`src/rtl/sysad_slave_if.sv`:
```
// SysAD pin bundle plus the backend request/data port of the external agent.
// slave = the agent (RCP side); master = CPU pins and backend driven from outside.
interface sysad_slave_if;
  logic [31:0] sysad_in;
  logic [4:0]  syscmd_in;
  logic        pvalid_l;
  logic [31:0] sysad_out;
  logic [4:0]  syscmd_out;
  logic        sysad_oe;
  logic        eok_l;
  logic        evalid_l;
  logic        be_req;
  logic        be_write;
  logic        be_block;
  logic [1:0]  be_size;
  logic [31:0] be_addr;
  logic        be_ack;
  logic [2:0]  be_widx;
  logic [31:0] be_wdata;
  logic        be_rvalid;
  logic [31:0] be_rdata;
  logic        be_rerr;
  logic        proto_err;

  modport slave (
    input  sysad_in, syscmd_in, pvalid_l, be_ack, be_widx, be_rvalid, be_rdata, be_rerr,
    output sysad_out, syscmd_out, sysad_oe, eok_l, evalid_l, be_req, be_write, be_block,
           be_size, be_addr, be_wdata, proto_err
  );

  modport master (
    output sysad_in, syscmd_in, pvalid_l, be_ack, be_widx, be_rvalid, be_rdata, be_rerr,
    input  sysad_out, syscmd_out, sysad_oe, eok_l, evalid_l, be_req, be_write, be_block,
           be_size, be_addr, be_wdata, proto_err
  );
endinterface

```
`src/rtl/sysad_slave.sv`:
```
// External-agent end of the VR4300 SysAD bus: decodes CPU read/write requests,
// buffers write words, issues one backend request and replays read words to the CPU.
module sysad_slave #(
  parameter int TURN_CYC = 1
) (
  input logic         sysclk,
  input logic         reset,
  sysad_slave_if.slave bus
);

  typedef enum logic [2:0] {
    S_IDLE, S_WDATA, S_WISSUE, S_RACK, S_RTURN, S_RRESP, S_RLAST
  } state_t;

  state_t      r_state, w_state_nxt;
  logic [31:0] r_addr;
  logic [1:0]  r_size;
  logic        r_block, r_write, r_req, r_acked;
  logic [3:0]  r_nexp, r_wcnt, r_rcnt;
  logic [1:0]  r_turn;
  logic        r_eok_l, r_evalid_l, r_oe, r_perr;
  logic [31:0] r_sysad_out;
  logic [4:0]  r_syscmd_out;
  logic [31:0] r_wbuf [8];

  logic       w_cmd, w_data, w_last, w_bad, w_wstore, w_acked, w_rtake, w_rlast;
  logic       w_capture, w_req_set, w_req_nxt, w_perr;
  logic [3:0] w_dec_nexp;

  assign w_cmd    = !bus.pvalid_l && !bus.syscmd_in[4];
  assign w_data   = !bus.pvalid_l &&  bus.syscmd_in[4];
  assign w_last   = !bus.syscmd_in[3];
  assign w_bad    = bus.syscmd_in[2] && (bus.syscmd_in[1:0] == 2'b11);
  assign w_wstore = (r_state == S_WDATA) && w_data && (r_wcnt < r_nexp);
  assign w_acked  = r_acked || (r_req && bus.be_ack);
  // A read word is only meaningful once the backend has taken the request.
  assign w_rtake  = (r_state == S_RRESP) && bus.be_rvalid && w_acked;
  assign w_rlast  = (r_rcnt + 4'd1) == r_nexp;

  always_comb begin
    w_dec_nexp = 4'd1;
    if (bus.syscmd_in[2]) begin
      case (bus.syscmd_in[1:0])
        2'b00:   w_dec_nexp = 4'd2;
        2'b01:   w_dec_nexp = 4'd4;
        default: w_dec_nexp = 4'd8;
      endcase
    end
  end

  always_comb begin
    w_state_nxt = r_state;
    w_capture   = 1'b0;
    w_req_set   = 1'b0;
    w_perr      = 1'b0;
    case (r_state)
      S_IDLE: begin
        if (w_cmd && !r_eok_l) begin
          if (w_bad) w_perr = 1'b1;
          else begin
            w_capture   = 1'b1;
            w_state_nxt = bus.syscmd_in[3] ? S_WDATA : S_RACK;
          end
        end else if (w_data) w_perr = 1'b1;
      end
      S_WDATA: begin
        if (w_data) begin
          if (!w_wstore) w_perr = 1'b1;
          if (w_last) begin
            if ((r_wcnt + 4'd1) != r_nexp) begin
              w_perr      = 1'b1;
              w_state_nxt = S_IDLE;
            end else begin
              w_req_set   = 1'b1;
              w_state_nxt = S_WISSUE;
            end
          end
        end
      end
      S_WISSUE: if (bus.be_ack) w_state_nxt = S_IDLE;
      S_RACK: begin
        w_req_set   = 1'b1;
        w_state_nxt = S_RTURN;
      end
      S_RTURN:  if (r_turn <= 2'd1) w_state_nxt = S_RRESP;
      S_RRESP:  if (w_rtake && w_rlast) w_state_nxt = S_RLAST;
      S_RLAST:  w_state_nxt = S_IDLE;
      default:  w_state_nxt = S_IDLE;
    endcase
    if (w_cmd && (r_state inside {S_WISSUE, S_RACK, S_RTURN, S_RRESP, S_RLAST})) w_perr = 1'b1;
    if (bus.be_rvalid && !w_rtake) w_perr = 1'b1;
    w_req_nxt = w_req_set || (r_req && !bus.be_ack);
  end

  always_ff @(posedge sysclk or posedge reset) begin
    if (reset) begin
      r_state      <= S_IDLE;
      r_addr       <= '0;
      r_size       <= '0;
      r_block      <= 1'b0;
      r_write      <= 1'b0;
      r_req        <= 1'b0;
      r_acked      <= 1'b0;
      r_nexp       <= '0;
      r_wcnt       <= '0;
      r_rcnt       <= '0;
      r_turn       <= '0;
      r_eok_l      <= 1'b1;
      r_evalid_l   <= 1'b1;
      r_oe         <= 1'b0;
      r_perr       <= 1'b0;
      r_sysad_out  <= '0;
      r_syscmd_out <= '0;
    end else begin
      r_state <= w_state_nxt;
      if (w_capture) begin
        r_addr  <= bus.sysad_in;
        r_size  <= bus.syscmd_in[1:0];
        r_block <= bus.syscmd_in[2];
        r_write <= bus.syscmd_in[3];
        r_nexp  <= w_dec_nexp;
        r_wcnt  <= '0;
        r_rcnt  <= '0;
      end
      if (w_wstore) r_wcnt <= r_wcnt + 4'd1;
      r_req <= w_req_nxt;
      if (w_req_set) r_acked <= 1'b0;
      else if (r_req && bus.be_ack) r_acked <= 1'b1;
      if (r_state == S_RACK) r_turn <= 2'(TURN_CYC);
      else if (r_state == S_RTURN) r_turn <= r_turn - 2'd1;
      // eok_l follows the state being entered so the CPU sees it on the same edge.
      r_eok_l <= !(((w_state_nxt == S_IDLE) && !w_req_nxt) ||
                   (w_state_nxt == S_WDATA) || (w_state_nxt == S_RACK));
      r_oe       <= (w_state_nxt == S_RRESP) || (w_state_nxt == S_RLAST);
      r_evalid_l <= !w_rtake;
      r_perr     <= w_perr;
      if (w_rtake) begin
        r_sysad_out  <= bus.be_rdata;
        r_syscmd_out <= {1'b1, !w_rlast, 1'b0, bus.be_rerr, 1'b0};
        r_rcnt       <= r_rcnt + 4'd1;
      end
    end
  end

  always_ff @(posedge sysclk) begin
    if (w_wstore) r_wbuf[r_wcnt[2:0]] <= bus.sysad_in;
  end

  assign bus.sysad_out  = r_sysad_out;
  assign bus.syscmd_out = r_syscmd_out;
  assign bus.sysad_oe   = r_oe;
  assign bus.eok_l      = r_eok_l;
  assign bus.evalid_l   = r_evalid_l;
  assign bus.be_req     = r_req;
  assign bus.be_write   = r_write;
  assign bus.be_block   = r_block;
  assign bus.be_size    = r_size;
  assign bus.be_addr    = r_addr;
  assign bus.be_wdata   = r_wbuf[bus.be_widx];
  assign bus.proto_err  = r_perr;

endmodule

```
`src/flat_wrapper.sv`:
```
// flat-port wrapper written by rule: the top's interface ports become plain ports
module sysad_slave_flat 
#(
  parameter int TURN_CYC = 1
)
  (sysclk, reset, bus_sysad_in, bus_syscmd_in, bus_pvalid_l, bus_be_ack, bus_be_widx, bus_be_rvalid, bus_be_rdata, bus_be_rerr, bus_sysad_out, bus_syscmd_out, bus_sysad_oe, bus_eok_l, bus_evalid_l, bus_be_req, bus_be_write, bus_be_block, bus_be_size, bus_be_addr, bus_be_wdata, bus_proto_err);
  sysad_slave_if bus_i ();
  input logic sysclk;
  input logic reset;
  input wire logic [$bits(bus_i.sysad_in)-1:0] bus_sysad_in;
  input wire logic [$bits(bus_i.syscmd_in)-1:0] bus_syscmd_in;
  input wire logic [$bits(bus_i.pvalid_l)-1:0] bus_pvalid_l;
  input wire logic [$bits(bus_i.be_ack)-1:0] bus_be_ack;
  input wire logic [$bits(bus_i.be_widx)-1:0] bus_be_widx;
  input wire logic [$bits(bus_i.be_rvalid)-1:0] bus_be_rvalid;
  input wire logic [$bits(bus_i.be_rdata)-1:0] bus_be_rdata;
  input wire logic [$bits(bus_i.be_rerr)-1:0] bus_be_rerr;
  output wire logic [$bits(bus_i.sysad_out)-1:0] bus_sysad_out;
  output wire logic [$bits(bus_i.syscmd_out)-1:0] bus_syscmd_out;
  output wire logic [$bits(bus_i.sysad_oe)-1:0] bus_sysad_oe;
  output wire logic [$bits(bus_i.eok_l)-1:0] bus_eok_l;
  output wire logic [$bits(bus_i.evalid_l)-1:0] bus_evalid_l;
  output wire logic [$bits(bus_i.be_req)-1:0] bus_be_req;
  output wire logic [$bits(bus_i.be_write)-1:0] bus_be_write;
  output wire logic [$bits(bus_i.be_block)-1:0] bus_be_block;
  output wire logic [$bits(bus_i.be_size)-1:0] bus_be_size;
  output wire logic [$bits(bus_i.be_addr)-1:0] bus_be_addr;
  output wire logic [$bits(bus_i.be_wdata)-1:0] bus_be_wdata;
  output wire logic [$bits(bus_i.proto_err)-1:0] bus_proto_err;
  assign bus_i.sysad_in = bus_sysad_in;
  assign bus_i.syscmd_in = bus_syscmd_in;
  assign bus_i.pvalid_l = bus_pvalid_l;
  assign bus_i.be_ack = bus_be_ack;
  assign bus_i.be_widx = bus_be_widx;
  assign bus_i.be_rvalid = bus_be_rvalid;
  assign bus_i.be_rdata = bus_be_rdata;
  assign bus_i.be_rerr = bus_be_rerr;
  assign bus_sysad_out = bus_i.sysad_out;
  assign bus_syscmd_out = bus_i.syscmd_out;
  assign bus_sysad_oe = bus_i.sysad_oe;
  assign bus_eok_l = bus_i.eok_l;
  assign bus_evalid_l = bus_i.evalid_l;
  assign bus_be_req = bus_i.be_req;
  assign bus_be_write = bus_i.be_write;
  assign bus_be_block = bus_i.be_block;
  assign bus_be_size = bus_i.be_size;
  assign bus_be_addr = bus_i.be_addr;
  assign bus_be_wdata = bus_i.be_wdata;
  assign bus_proto_err = bus_i.proto_err;
  sysad_slave #(.TURN_CYC(TURN_CYC)) u_core (.sysclk(sysclk), .reset(reset), .bus(bus_i));
endmodule
```
`config.mk`:
```
export PLATFORM = sky130hd
export DESIGN_NAME = sysad_slave_flat
export DESIGN_NICKNAME = d
export VERILOG_FILES = /design/src/rtl/sysad_slave_if.sv /design/src/rtl/sysad_slave.sv /design/src/flat_wrapper.sv
export SDC_FILE = /design/constraint.sdc
export NUM_CORES = 1
export LEC_CHECK = 0
export BUFFER_PORTS_ARGS = -buffer_cell sky130_fd_sc_hd__buf_2
export CORE_MARGIN = 8
export CORE_UTILIZATION = 40
export CTS_CLUSTER_DIAMETER = 50
export CTS_CLUSTER_SIZE = 24
export DETAILED_ROUTE_END_ITERATION = 6
export PLACE_DENSITY = 0.68
export SETUP_SLACK_MARGIN = 0.3
export SKIP_CTS_REPAIR_TIMING = 1
export SYNTH_ARGS = -nofsm -noshare
export SYNTH_HDL_FRONTEND = slang
export SYNTH_SLANG_ARGS = --single-unit
```
`constraint.sdc`:
```
create_clock -name sysclk -period 6.12 [get_ports sysclk]
set_clock_uncertainty 0.15 [all_clocks]
set_input_delay 1.224 -clock sysclk [delete_from_list [all_inputs] [get_ports sysclk]]
set_output_delay 1.224 -clock sysclk [all_outputs]
set_load 0.01 [all_outputs]
```
=== Word-level counts from Yosys, hierarchy flattened ===
Memories as Yosys holds them, arrays and structs flattened.
Index checks and enable logic that the tools add are counted.

* Register bits after elaboration: 94
* RAM bits: 256
* Input bits: 78
* Output and inout bits: 110
* Logic and storage cells: 110
* Memories kept: 1

{| class="wikitable"
|+ Memories
! name !! words !! width !! read ports !! clocked after Yosys merged registers in !! write ports !! line !! source
|-
| u_core.r_wbuf || 8 || 32 || 1 || 0 || 1 || sysad_slave.sv:24 || <nowiki>logic [31:0] r_wbuf [8];</nowiki>
|}

* Add/subtract/negate cells: 3
* $lt $le $gt $ge: 2
* Eq/ne operators: 14
* Mux-type cells: 38
* Reduce and logical (&&, ||, !) cells: 35

{| class="wikitable"
|+ Operators by type and width
! kind !! number
|-
| $mux 3 || 7
|-
| $mux 1 || 19
|-
| $pmux 3 s6 || 1
|-
| $mux 4 || 4
|-
| $eq 3x3->1 const B || 5
|-
| $logic_and 1x1->1 || 14
|-
| $eq 3x2->1 const B || 3
|-
| $add 4x1->4 const B || 2
|-
| $logic_not 1->1 || 8
|-
| $mux 2 || 4
|-
| $pmux 4 s2 || 1
|-
| $reduce_bool 2->1 || 4
|-
| $eq 3x1->1 const B || 2
|-
| $logic_not 3->1 || 2
|-
| $logic_or 1x1->1 || 5
|-
| $reduce_bool 5->1 || 1
|-
| $eq 4x4->1 || 1
|-
| $lt 4x4->1 || 1
|-
| $ne 4x4->1 || 1
|-
| $pmux 1 s2 || 2
|-
| $eq 2x1->1 const B || 1
|-
| $eq 2x2->1 const B || 1
|-
| $le 2x1->1 const B || 1
|-
| $logic_not 2->1 || 1
|-
| $sub 2x1->2 const B || 1
|}

=== Depth between registers and ports, before layout ===
* Depth in word-level cells: 12
* Gate-level depth with buffers: 8
* Mapped depth without buffers: 8

=== Least setup slack after synthesis ===
No wires, ideal clock.

* Path type: input-to-reg
* Start point: in bus_pvalid_l
* End point: mem u_core.r_wbuf[4][0] (enable)
* Setup time: 0.468 ns
* Data arrival time: 4.498 ns
* Required time: 5.502 ns
* Path slack: 1.004 ns
* Stages on the path: 4
* Buffers on the path: 0
* Cells stage by stage: nand4b_2 -> a211oi_4 -> nand2_1 -> nor3b_1

* Word-level cells in the longest chain between the ends: 6

{| class="wikitable"
|+ Ends and longest elaborated chain
! what !! line !! source
|-
| start, declared || flat_wrapper.sv:12 || <nowiki>input wire logic [$bits(bus_i.pvalid_l)-1:0] bus_pvalid_l;</nowiki>
|-
| $logic_not 1->1 || sysad_slave.sv:31 || <nowiki>assign w_data = !bus.pvalid_l && bus.syscmd_in[4];</nowiki>
|-
| $logic_and 1x1->1 || sysad_slave.sv:31 ||
|-
| $logic_and 1x1->1 (2 in a row) || sysad_slave.sv:34 || <nowiki>assign w_wstore = (r_state == S_WDATA) && w_data && (r_wcnt < r_nexp);</nowiki>
|-
| $mux 1 || sysad_slave.sv:146 || <nowiki>if (w_wstore) r_wbuf[r_wcnt[2:0]] <= bus.sysad_in;</nowiki>
|-
| $mux 1 (implied by the code) || sysad_slave.sv:146 ||
|-
| end, declared || sysad_slave.sv:24 ||
|}

Every way passes these cells.

=== Worst setup path in the final report ===
* Start point: in bus_be_widx[0]
* End point: out bus_be_wdata[8]

* Word-level cells in the longest chain between the ends: 1

{| class="wikitable"
|+ Ends and longest elaborated chain
! what !! line !! source
|-
| start, declared || flat_wrapper.sv:14 || <nowiki>input wire logic [$bits(bus_i.be_widx)-1:0] bus_be_widx;</nowiki>
|-
| $mem_v2 8x32 || -- ||
|-
| end, declared || flat_wrapper.sv:28 || <nowiki>output wire logic [$bits(bus_i.be_wdata)-1:0] bus_be_wdata;</nowiki>
|}

Every way passes these cells.

==> summary.txt <==
Status: completed
Max Cap Viol: 0
Antenna Violating Nets Remaining: 0
GP Congestion: 0.7558
Die area: 40410 um2
Critical path fanouts, max: 38
Highest clock rate: 0.2250 GHz
Worst Path Arrival: 3.07 ns
Final wirelength: 30710 um
Crit Path Class: in -> out
Post-synth top cells: edfxtp_1, nand2_1, dfrtp_1
Final routed DRC violation total: 0
Hpwl dp: 18140 um
Final setup viols: 0
First-pass GRT wire length: 48420 um
Slew Viols, Final: 0
Vias in the first global route: 8262
Core ar.: 33620 um2
Worst hold path class: reg -> reg
Post-synth EDFFs: 256
Worst VDD drop: 305.0 uV
Grt ovf: 0
RSZ-0062 raised after global routing: false
Count of input and output buffers: 185
Die width: 201.0 um
Power per Cell Area: 398.2 nW/um2
Top post-synthesis cells by area: edfxtp_1, dfrtp_1, mux4_2
Die height: 201.0 um
FFs w/ async S/R, synth: 26.86%
CTS Buf Count: 36
Yosys reg bits: 350
Seq/Total Area, Yosys: 73.33%
Initial antenna violation count: 1
Most common cell in the netlist: edfxtp_1
Setup tns final: 0 ns
Routed WL per cell: 20.53 um
Drt via density: 5.013
Row Count: 67
Final net count: 1107
Starting Density: 40.74%
Syn avg cell area: 16.56 um2
Min cycle time layout: 4.444 ns
Synthesized instance count: 827
Fin area: 16470 um2
# IOs: 188
Cell variety after synth: 52
Synth warn: 0
Layout area overhead: 20.25%
1st-iter DRT viols: 348
Actual slew at the worst max-slew pin: 1.130 ns
CP startpoint kind: input port
Top cell type's share of synthesized area: 56.14%
Fin util: 48.99%
All-Layer GR Usage: 15.14%
Hold Path Stages: 2
Share of cells above drive strength 1: 36.64%
Area leader, netlist: edfxtp_1
1st-pass router iterations: 4
DR vias: 7500
Dpl cell area: 15170 um2
CP endpoint kind: output port
Slew HR: 24.23%
Leak pwr: 0.006451 uW
Largest net degree at the start of global routing: 65
Worst Path Required: 4.75 ns
H-tree levels: 2
Synthesized area: 13690 um2
Period utilisation layout: 72.61%
CTS tree: built
Clock Latency Late Sink: 0.51 ns
Clock Sinks: 350
Root Driver: clkbuf_16
Number of cells on the worst reg-to-reg path: 8
Main flop type after synthesis: edfxtp_1
Ant diodes: 0
Hold Vio Cnt, Final: 0
Reg clk slew, reported paths: 0.06 ns
Clock Path Buffers: 3
-- power by group --
group	switching (uW)	internal, uW	leakage [uW]
registers	201	2870	0.00349
logic	686	483	0.00234
clock network	1020	1290	0.000621
total	1910	4650	0.00645
-- critical path, stage by stage --
cell,delay (ns)
buf_4,0.46
buf_12,0.38
mux4_2,0.55
mux2_2,0.29
buf_2,0.14
-- path summary, 6_finish.rpt --
check	from	to	slack, ns
worst max-delay path	bus_be_widx[0]	bus_be_wdata[8]	1.68
worst min-delay path	u_core.bus.be_block	u_core.bus.be_block	0.32
worst max register to register	u_core.r_wcnt[1]	u_core.r_wbuf[7][30]	2.55
worst min register to register	u_core.bus.be_block	u_core.bus.be_block	0.32
max in group asynchronous	reset	u_core.r_turn[1]	4.06
min in group asynchronous	reset	u_core.bus.sysad_out[30]	0.65
-- per-layer routing --
layer	global-route usage, %	part of all wire (%)	vias to the layer above
met4	3.180	1.5	2
met1	20.21	45	3799
met2	24.37	47	207
li1	-	-	3448
met3	4.421	6.5	44
met5	0	0.042	-
-- placed cells by master, fill, tap and decap left out, types with 3 or more instances in the layout --
master	Yosys	layout
inv_12	0	3
nor3_2	2	3
mux2_2	34	34
nand2b_1	5	5
ha_1	7	7
nor3b_2	0	4
buf_4	2	14
o21ai_0	11	11
inv_6	0	4
a21oi_1	6	6
nand3_1	7	6
buf_2	12	183
nor3_1	5	3
clkinv_4	0	3
nor2_1	12	10
inv_8	0	4
clkbuf_16	0	38
xnor2_1	7	7
clkinv_8	0	4
nand2_1	226	226
edfxtp_1	256	256
clkinvlp_4	0	3
mux4_2	64	64
dfrtp_1	92	92
inv_1	9	8
-- kinds of logic after synthesis --
| group | after synthesis | synth area share [%] |
|---|---|---|
| flip-flops | 350 | 73.33 |
| other | 1 | 0.02738 |
| adder cells (fa/ha/maj) | 7 | 0.6395 |
| multiplexers | 99 | 13.39 |
| AND/OR/NAND/NOR | 272 | 8.177 |
| XOR/XNOR | 10 | 0.7492 |
| buffers and inverters | 52 | 1.644 |
| AO/OA/AOI/OAI | 36 | 2.038 |
-- final cells by class --
cell class              count  area (um2)
clock buffers              39       955.9
clock inverters            25       339.1
fillers                  2849       17150
inverters                  10       40.04
multi-input cells         426        3488
flip-flops and latches    350       10040
well taps                 448       560.5
repair buffers            198        1041
-- metrics by stage --
stage / hold slack, ns / worst slack, ns / total power, uW / instances
after floorplan: 0.3154 / 1.004 / 3808 / 828
after global placement: 0.2946 / 1.624 / 4284 / 1432
after detailed placement: 0.3031 / 1.617 / 4320 / 1432
after CTS: 0.3222 / 1.615 / 6651 / 1496
after global routing: 0.3416 / 1.516 / 6907 / 1496
final: 0.3164 / 1.676 / 6558 / 1496
-- flip-flops by register name (all words and copies together) (netlist names), 2 cells and up --
| name | flops |
|---|---|
| u_core.r_rcnt | 4 |
| u_core.bus.syscmd_out | 3 |
| u_core.bus.be_size | 2 |
| u_core.r_turn | 2 |
| u_core.r_wcnt | 4 |
| u_core.r_nexp | 4 |
| u_core.bus.be_addr | 32 |
| u_core.bus.sysad_out | 32 |
| u_core.r_wbuf | 256 |
| u_core.r_state | 3 |
(Power assumes the default switching activity.)
